<file path="src/rtl/display_pkg.sv">
// display_pkg: shared seven-segment display constants and the digit slice helper.
package display_pkg;
    localparam int NUM_DIGITS = 6;
    localparam int SEG_W = 8;
    localparam int DW = $clog2(NUM_DIGITS);
    localparam logic [SEG_W-1:0] SEG_OFF = 8'hFF;
    localparam logic [NUM_DIGITS-1:0] AN_OFF = 6'b111111;

    function automatic logic [SEG_W-1:0] digit_slice(input logic [NUM_DIGITS*SEG_W-1:0] bus, input logic [DW-1:0] d);
        return bus[d*SEG_W +: SEG_W];
    endfunction
endpackage

</file>
<file path="src/rtl/scan_timer.sv">
// scan_timer: slot/digit/frame counters and blink phase for the display scan.
module scan_timer
    import display_pkg::*;
#(
    parameter int SCAN_DIV = 1000,
    parameter int GUARD = 16,
    parameter int BLINK_FRAMES = 83
) (
    input  logic          clk,
    input  logic          rst_n,
    output logic [DW-1:0] d,
    output logic          active,
    output logic          frame_end,
    output logic          blink_phase
);
    localparam int CW = SCAN_DIV > 1 ? $clog2(SCAN_DIV) : 1;
    localparam int FW = BLINK_FRAMES > 1 ? $clog2(BLINK_FRAMES) : 1;
    localparam logic [CW-1:0] C_LAST = CW'(SCAN_DIV - 1);
    localparam logic [FW-1:0] F_LAST = FW'(BLINK_FRAMES - 1);
    localparam logic [DW-1:0] D_LAST = DW'(NUM_DIGITS - 1);

    logic [CW-1:0] c;
    logic [FW-1:0] f;
    logic slot_end;

    assign slot_end = c == C_LAST;
    assign frame_end = slot_end && d == D_LAST;
    assign active = c >= CW'(GUARD);

    always_ff @(posedge clk or negedge rst_n) begin
        if (!rst_n) begin
            c <= '0;
            d <= '0;
            f <= '0;
            blink_phase <= 1'b0;
        end else begin
            c <= slot_end ? '0 : c + 1'b1;
            if (slot_end)
                d <= frame_end ? '0 : d + 1'b1;
            if (frame_end) begin
                f <= f == F_LAST ? '0 : f + 1'b1;
                if (f == F_LAST)
                    blink_phase <= ~blink_phase;
            end
        end
    end
endmodule

</file>
<file path="src/rtl/display_scan.sv">
// display_scan: time-multiplexed 6-digit common-anode driver with frame-latched
// segment bus, anti-ghosting guard time and per-digit blinking.
module display_scan
    import display_pkg::*;
#(
    parameter int SCAN_DIV = 1000,
    parameter int GUARD = 16,
    parameter int BLINK_FRAMES = 83
) (
    input  logic                        clk,
    input  logic                        rst_n,
    input  logic [NUM_DIGITS*SEG_W-1:0] seg_in,
    input  logic [NUM_DIGITS-1:0]       blk,
    input  logic                        norm,
    output logic [NUM_DIGITS-1:0]       an,
    output logic [SEG_W-1:0]            seg
);
    logic [DW-1:0] d;
    logic active, frame_end, blink_phase, visible;
    logic [NUM_DIGITS*SEG_W-1:0] shadow_seg;
    logic [NUM_DIGITS-1:0] shadow_blk;

    scan_timer #(
        .SCAN_DIV(SCAN_DIV),
        .GUARD(GUARD),
        .BLINK_FRAMES(BLINK_FRAMES)
    ) u_timer (
        .clk(clk),
        .rst_n(rst_n),
        .d(d),
        .active(active),
        .frame_end(frame_end),
        .blink_phase(blink_phase)
    );

    assign visible = active && !(blink_phase && shadow_blk[d]);

    // Shadows load only at frame end so a frame is never torn by input changes.
    always_ff @(posedge clk or negedge rst_n) begin
        if (!rst_n) begin
            an <= AN_OFF;
            seg <= SEG_OFF;
            shadow_seg <= '0;
            shadow_blk <= '0;
        end else begin
            an <= visible ? ~(NUM_DIGITS'(1) << d) : AN_OFF;
            seg <= visible ? ~digit_slice(shadow_seg, d) : SEG_OFF;
            if (frame_end) begin
                shadow_seg <= seg_in;
                shadow_blk <= blk | {NUM_DIGITS{~norm}};
            end
        end
    end
endmodule

</file>
<file path="config.mk">
export PLATFORM = sky130hd
export DESIGN_NAME = display_scan
export DESIGN_NICKNAME = d
export VERILOG_FILES = /design/src/rtl/display_pkg.sv /design/src/rtl/scan_timer.sv /design/src/rtl/display_scan.sv
export SDC_FILE = /design/constraint.sdc
export NUM_CORES = 1
export LEC_CHECK = 0
export ABC_AREA = 1
export CAP_MARGIN = 30
export CORE_MARGIN = 2
export CORE_UTILIZATION = 30
export DETAILED_ROUTE_END_ITERATION = 6
export DONT_BUFFER_PORTS = 1
export PLACE_DENSITY = 0.45
export SYNTH_ARGS = -nofsm -noshare
export SYNTH_HDL_FRONTEND = slang
export SYNTH_SLANG_ARGS = --single-unit
</file>
<file path="constraint.sdc">
create_clock -name clk -period 5.2 [get_ports clk]
set_clock_uncertainty 0.15 [all_clocks]
set_input_delay 1.04 -clock clk [delete_from_list [all_inputs] [get_ports clk]]
set_output_delay 1.04 -clock clk [all_outputs]
set_load 0.02 [all_outputs]
</file>
# After elaboration in Yosys (flattened, before gate mapping)
# Index checks and enable logic that the tools add are counted.
totals:
  reg_bits: 89
  latchBits: 0
  mem_bits_rw: 0
  mem_bits_ro: 0
  input_bits: 57
  out_inout_bits: 14
  wordCells: 35
  n_memories: 0
op_classes:
  n_addsub: 3
  mul: 0
  div_mod_pow: 0
  n_lt_le_gt_ge: 2
  n_eq_ne: 3
  shifts: 2
  muxes: 7
  bitwise: 5
  n_reduce_logical: 5
op_table:
  columns: ["cell", "count"]
  rows:
  - ["$shiftx 48x7->8", 1]
  - ["$add 10x1->10 const B", 1]
  - ["$eq 10x10->1 const B", 1]
  - ["$ge 10x5->1 const B", 1]
  - ["$mux 10", 1]
  - ["$mux 8", 1]
  - ["$not 8->8", 1]
  - ["$add 7x1->7 const B", 1]
  - ["$eq 7x7->1 const B", 1]
  - ["$mux 7", 1]
  - ["$mux 6", 1]
  - ["$not 6->6", 1]
  - ["$or 6x6->6", 1]
  - ["$shl 1x3->6 const A", 1]
  - ["$lt 3x4->1 const B", 1]
  - ["$add 3x1->3 const B", 1]
  - ["$bmux 1 s3", 1]
  - ["$eq 3x3->1 const B", 1]
  - ["$logic_and 1x1->1", 3]
  - ["$mux 3", 1]
  - ["$not 1->1", 2]
  - ["$reduce_and 2->1", 1]
  - ["$logic_not 1->1", 1]
  - ["$mux 1", 1]

# Depth between registers and ports, before layout
logic_depth:
  word_depth: 6
  depth_mapped: 12
  ltp_nobuf: 9

# Modules after synthesis
# From an unflattened synthesis, not the netlist that was laid out.
unflattened:
  cells_unflattened: 528
  area_unflattened_um2: 4250.3
modules_own_cells:
  columns: ["module", "instances", "cells_each", "area_per_inst_um2", "seq_area_each_um2"]
  rows:
  - ["display_scan", 1, 363, 3011.6, 1719.1]
  - ["scan_timer", 1, 165, 1238.7, 525.5]

# Least setup slack after synthesis
# OpenSTA, ideal clock, no wires.
synth_timing:
  path_type: "register -> register"
  from: "register u_timer.d[1]"
  to: "register u_timer.f[2]"
  setup_ns: 0.130
  arrival_ns: 1.617
  required_time_ns: 4.920
  setup_slack_ns: 3.303
  path_stages_with_launch: 11
  path_buffers: 3
  synth_period_minus_slack_ns: 1.897
  cell_sequence: "dfrtp_1 > buf_2 > inv_1 > buf_2 > ha_1 > nand2_1 > inv_2 > nand4_1 > clkbuf_1 > nand2_1 > o21ai_1"
synth_between:
  elab_chain_len: 2
synth_lines:
  columns: ["element", "line_no", "rtl"]
  rows:
  - ["start, declared", "scan_timer.sv:11", "output logic [DW-1:0] d,"]
  - ["start signal, assigned", "scan_timer.sv:39", "d <= frame_end ? '0 : d + 1'b1;"]
  - ["$eq 3x3->1", "scan_timer.sv:27", "assign frame_end = slot_end && d == D_LAST;"]
  - ["$logic_and 1x1->1", "scan_timer.sv:27", null]
  - ["end signal, assigned", "scan_timer.sv:41", "f <= f == F_LAST ? '0 : f + 1'b1;"]
  - ["end, declared", "scan_timer.sv:23", "logic [FW-1:0] f;"]
# Every way passes these cells.
# A chain may end at the register's enable or synchronous reset.

# Final worst setup path
layout_timing:
  from: "register u_timer.d[0]"
  to: "register shadow_seg[1]"
layout_between:
  elab_chain_len: 2
layout_lines:
  columns: ["element", "line_no", "rtl"]
  rows:
  - ["$eq 3x3->1", "scan_timer.sv:27", null]
  - ["$logic_and 1x1->1", "scan_timer.sv:27", null]
  - ["end signal, assigned", "display_scan.sv:49", "shadow_seg <= seg_in;"]
  - ["end, declared", "display_scan.sv:20", "logic [NUM_DIGITS*SEG_W-1:0] shadow_seg;"]
# Every way passes these cells.

==> results.py <==
metrics = {
    "logic_synthesis": {
        "syn_area_um2": 4200,
        "synth_warnings": 0,
        "synth-simple-area-share_pct": 30.9,
        "ys_seq_area_share_pct": 53.4,
        "synth_adder_area_share_pct": 2.68,
        "synth_xor_area_share_pct": 0.834,
        "synth_cells": 530,
        "synth_top_family_by_area": "simple AND/OR/NAND/NOR gates",
        "postSynthAreaPerCell_um2": 7.93,
        "syn_nets": 596,
        "synth_compound_area_share_pct": 5.06,
        "synth.distinct_cells": 29,
        "ys_ff_latch": 89,
        "synth_mux_area_share_pct": 0,
    },
    "timing": {
        "finalSetupTns_ps": 0,
        "setup_violations": 0,
        "tightest_slew_ps": 982,
        "slew_viol_final": 0,
        "timing.slew.headroom_pct": 34.6,
        "timing.hold.ws_ps": 236,
        "setup_slack_ps": 2060,
        "rsz0062_at_grt": "no",
        "hold_violations": 0,
        "max_freq_mhz": 319,
        "min_period_over_period_pct": 60.3,
        "final.min_clock_period_ps": 3140,
    },
    "worst_setup_path": {
        "path_max_fanout": 63,
        "startpoint": "u_timer.d[0]",
        "startpoint_type": "flop",
        "r2r_cells": 7,
        "end_kind": "flop",
        "required_ps": 5340,
        "worst-endpoint-arrival_ps": 3280,
        "worstReg2RegStart": "u_timer.d[0]",
        "path_class": "reg2reg",
        "r2r_setup_slack_ps": 2060,
        "r2r-end": "shadow_seg[1]",
    },
    "finish": {
        "syn_to_final_growth_pct": 9.35,
        "drive_above_1_share_pct": 7.47,
        "fillers": 1519,
        "diodes": 0,
        "final_area_um2": 4590,
        "seq_area_um2": 2240,
        "nNetsFinal": 583,
        "multiInputGateArea_um2": 1660,
    },
    "cts": {
        "h-tree-depth": 3,
        "cts_max_path_buffers": 2,
        "post_cts_buffers": 0,
        "cts_made_buffers": 9,
        "post_cts_resized": 0,
        "cts_tree": "yes",
        "cts.clk_slew.worst_paths_ps": 70,
        "cts_root_buf": "clkbuf_16",
        "cts_hold_buffers": 0,
        "cts.sinks": 89,
        "insertion_delay_ps": 350,
    },
    "grt": {
        "grt.total_usage_pct": 15.1,
        "antenna_found_initial": 0,
        "grt_pass1_vias": 3293,
        "grt_max_degree": 90,
        "overflow": 0,
        "grt_pass1_wl_um": 17200,
    },
    "floorplan": {
        "die_h_um": 122,
        "initial_core_util_pct": 30.5,
        "die_x_um": 122,
        "dieArea_um2": 15000,
        "ios": 71,
        "coreArea_um2": 13800,
        "fp-row-count": 43,
    },
    "place": {
        "port_buffers": 0,
        "gp_congestion": 0.798,
        "place_worst_setup_slack_ps": 2020,
        "dpl_cell_area_um2": 4310,
        "hpwlAfterDp_um": 6850,
    },
    "detailed_routing": {
        "wl_per_cell_um": 14.6,
        "wl_um": 10300,
        "vias_per_cell": 4.63,
        "initialDrtViolationCount": 149,
        "drc": 0,
        "vias": 3253,
        "firstDrtPassIters": 5,
        "ant_nets": 0,
    },
    "worst_hold_path": {
        "min_path_type": "in2async",
    },
    "pwr": {
        "power_density_nw_per_um2": 292,
        "pwr-share-comb_pct": 0.2,
        "seq_power_share_pct": 51.7,
        "clockPowerShare_pct": 48.1,
        "p_leak_nw": 2.34,
        "p_total_mw": 1.34,
        "switching_share_pct": 20.7,
        "irDropWorstVdd_v": 0.000131,
        "p_int_mw": 1.06,
        "p_switching_mw": 0.277,
    },
    "run": {
        "drv_cap": 0,
    },
    "status": {
        "status": "finished clean",
    },
}
[per-layer routing]
layer / wire [µm] / GRT usage (%) / vias to the layer above
li1: - / - / 1622
met1: 4900 / 20.2 / 1549
met2: 4580 / 22.8 / 65
met3: 588 / 4.88 / 17
met4: 195 / 5.60 / 0
met5: 0 / 0 / -
[final cells by class]
type                       count  area share [%]
sequential                    89            48.9
multi-input combinational    370            36.1
clock buffer                  10            4.98
tap                          180            4.90
inverter                      47            3.84
clock inverter                 6            1.28
[power groups by stage]
| stage | Clock (mW) | Sequential, mW | Combinational, mW |
|---|---|---|---|
| 4_1_cts | 0.672 | 0.693 | 0.00288 |
| 5_1_grt | 0.695 | 0.692 | 0.00313 |
| 3_5_place_dp | 0 | 0.705 | 0.00284 |
| 6_report | 0.646 | 0.693 | 0.00277 |
| 2_1_floorplan | 0 | 0.706 | 0.00179 |
| 3_3_place_gp | 0 | 0.705 | 0.00267 |
[flip-flops by register name, summed over array words and instances, names as in the netlist]
| signal | flops |
|---|---|
| u_timer.blink_phase | 1 |
| u_timer.c | 10 |
| shadow_seg | 48 |
| seg | 8 |
| u_timer.d | 3 |
| an | 6 |
| shadow_blk | 6 |
| u_timer.f | 7 |
[worst max-delay path, stage by stage (launching register included)]
cell and delay (ps):
dfrtp_1 990, ha_1 300, nand2_1 100, inv_2 120, nand2_4 360, inv_2 760, nand2_1 150, nand2_1 100
[stage by stage]
stage / util [%] / cells
final: 33.4 / 702
after global routing: 33.4 / 702
after CTS: 33.4 / 702
after detailed placement: 31.3 / 686
after global placement: 31.3 / 686
after floorplan: - / 530
[cell usage in the layout, fill, tap and decap left out, types with 2 or more instances in the layout]
cell type  netlist  layout
nand2_1        225     225
dfrtp_1         75      75
nand3_1         51      51
inv_1           42      42
nor2_1          24      24
o21ai_0         22      22
dfstp_2         14      14
o21ai_1         12      12
ha_1             9       9
clkbuf_16        0       9
inv_2            5       5
nor3_1           4       4
xor2_1           4       4
clkinv_2         0       4
a21oi_1          3       3
nand4_1          3       3
and3_1           2       2
[worst max path at each step]
| stage | to | cells after the start |
|---|---|---|
| floorplan | u_timer.f[2] | 10 |
| global placement | shadow_seg[1] | 7 |
| detailed placement | shadow_seg[1] | 7 |
| CTS | shadow_seg[1] | 7 |
| global route | shadow_seg[37] | 7 |
| finish | shadow_seg[1] | 7 |
[cell usage after synthesis, drive strengths merged]
cell	instances	area, µm²
nand2	226	856
dfrtp	75	1880
nand3	52	265
inv	47	176
o21ai	34	170
nor2	26	108
buf	14	82.6
dfstp	14	368
clkbuf	10	37.5
ha	9	113
nor3	4	20.0
xor2	4	35.0
a21oi	3	15.0
nand4	3	18.8
and3	2	12.5
a31oi	1	6.26
nand3b	1	7.51
nor4	1	6.26
o211ai	1	7.51
o21bai	1	7.51
o22ai	1	6.26
or2	1	6.26
[kinds of logic after synthesis]
group | Yosys count
simple gates | 316
fa+ha+maj | 9
compound gates | 41
buf+inv | 71
xor+xnor | 4
flops | 89
Power figures use the tool's default switching activity.
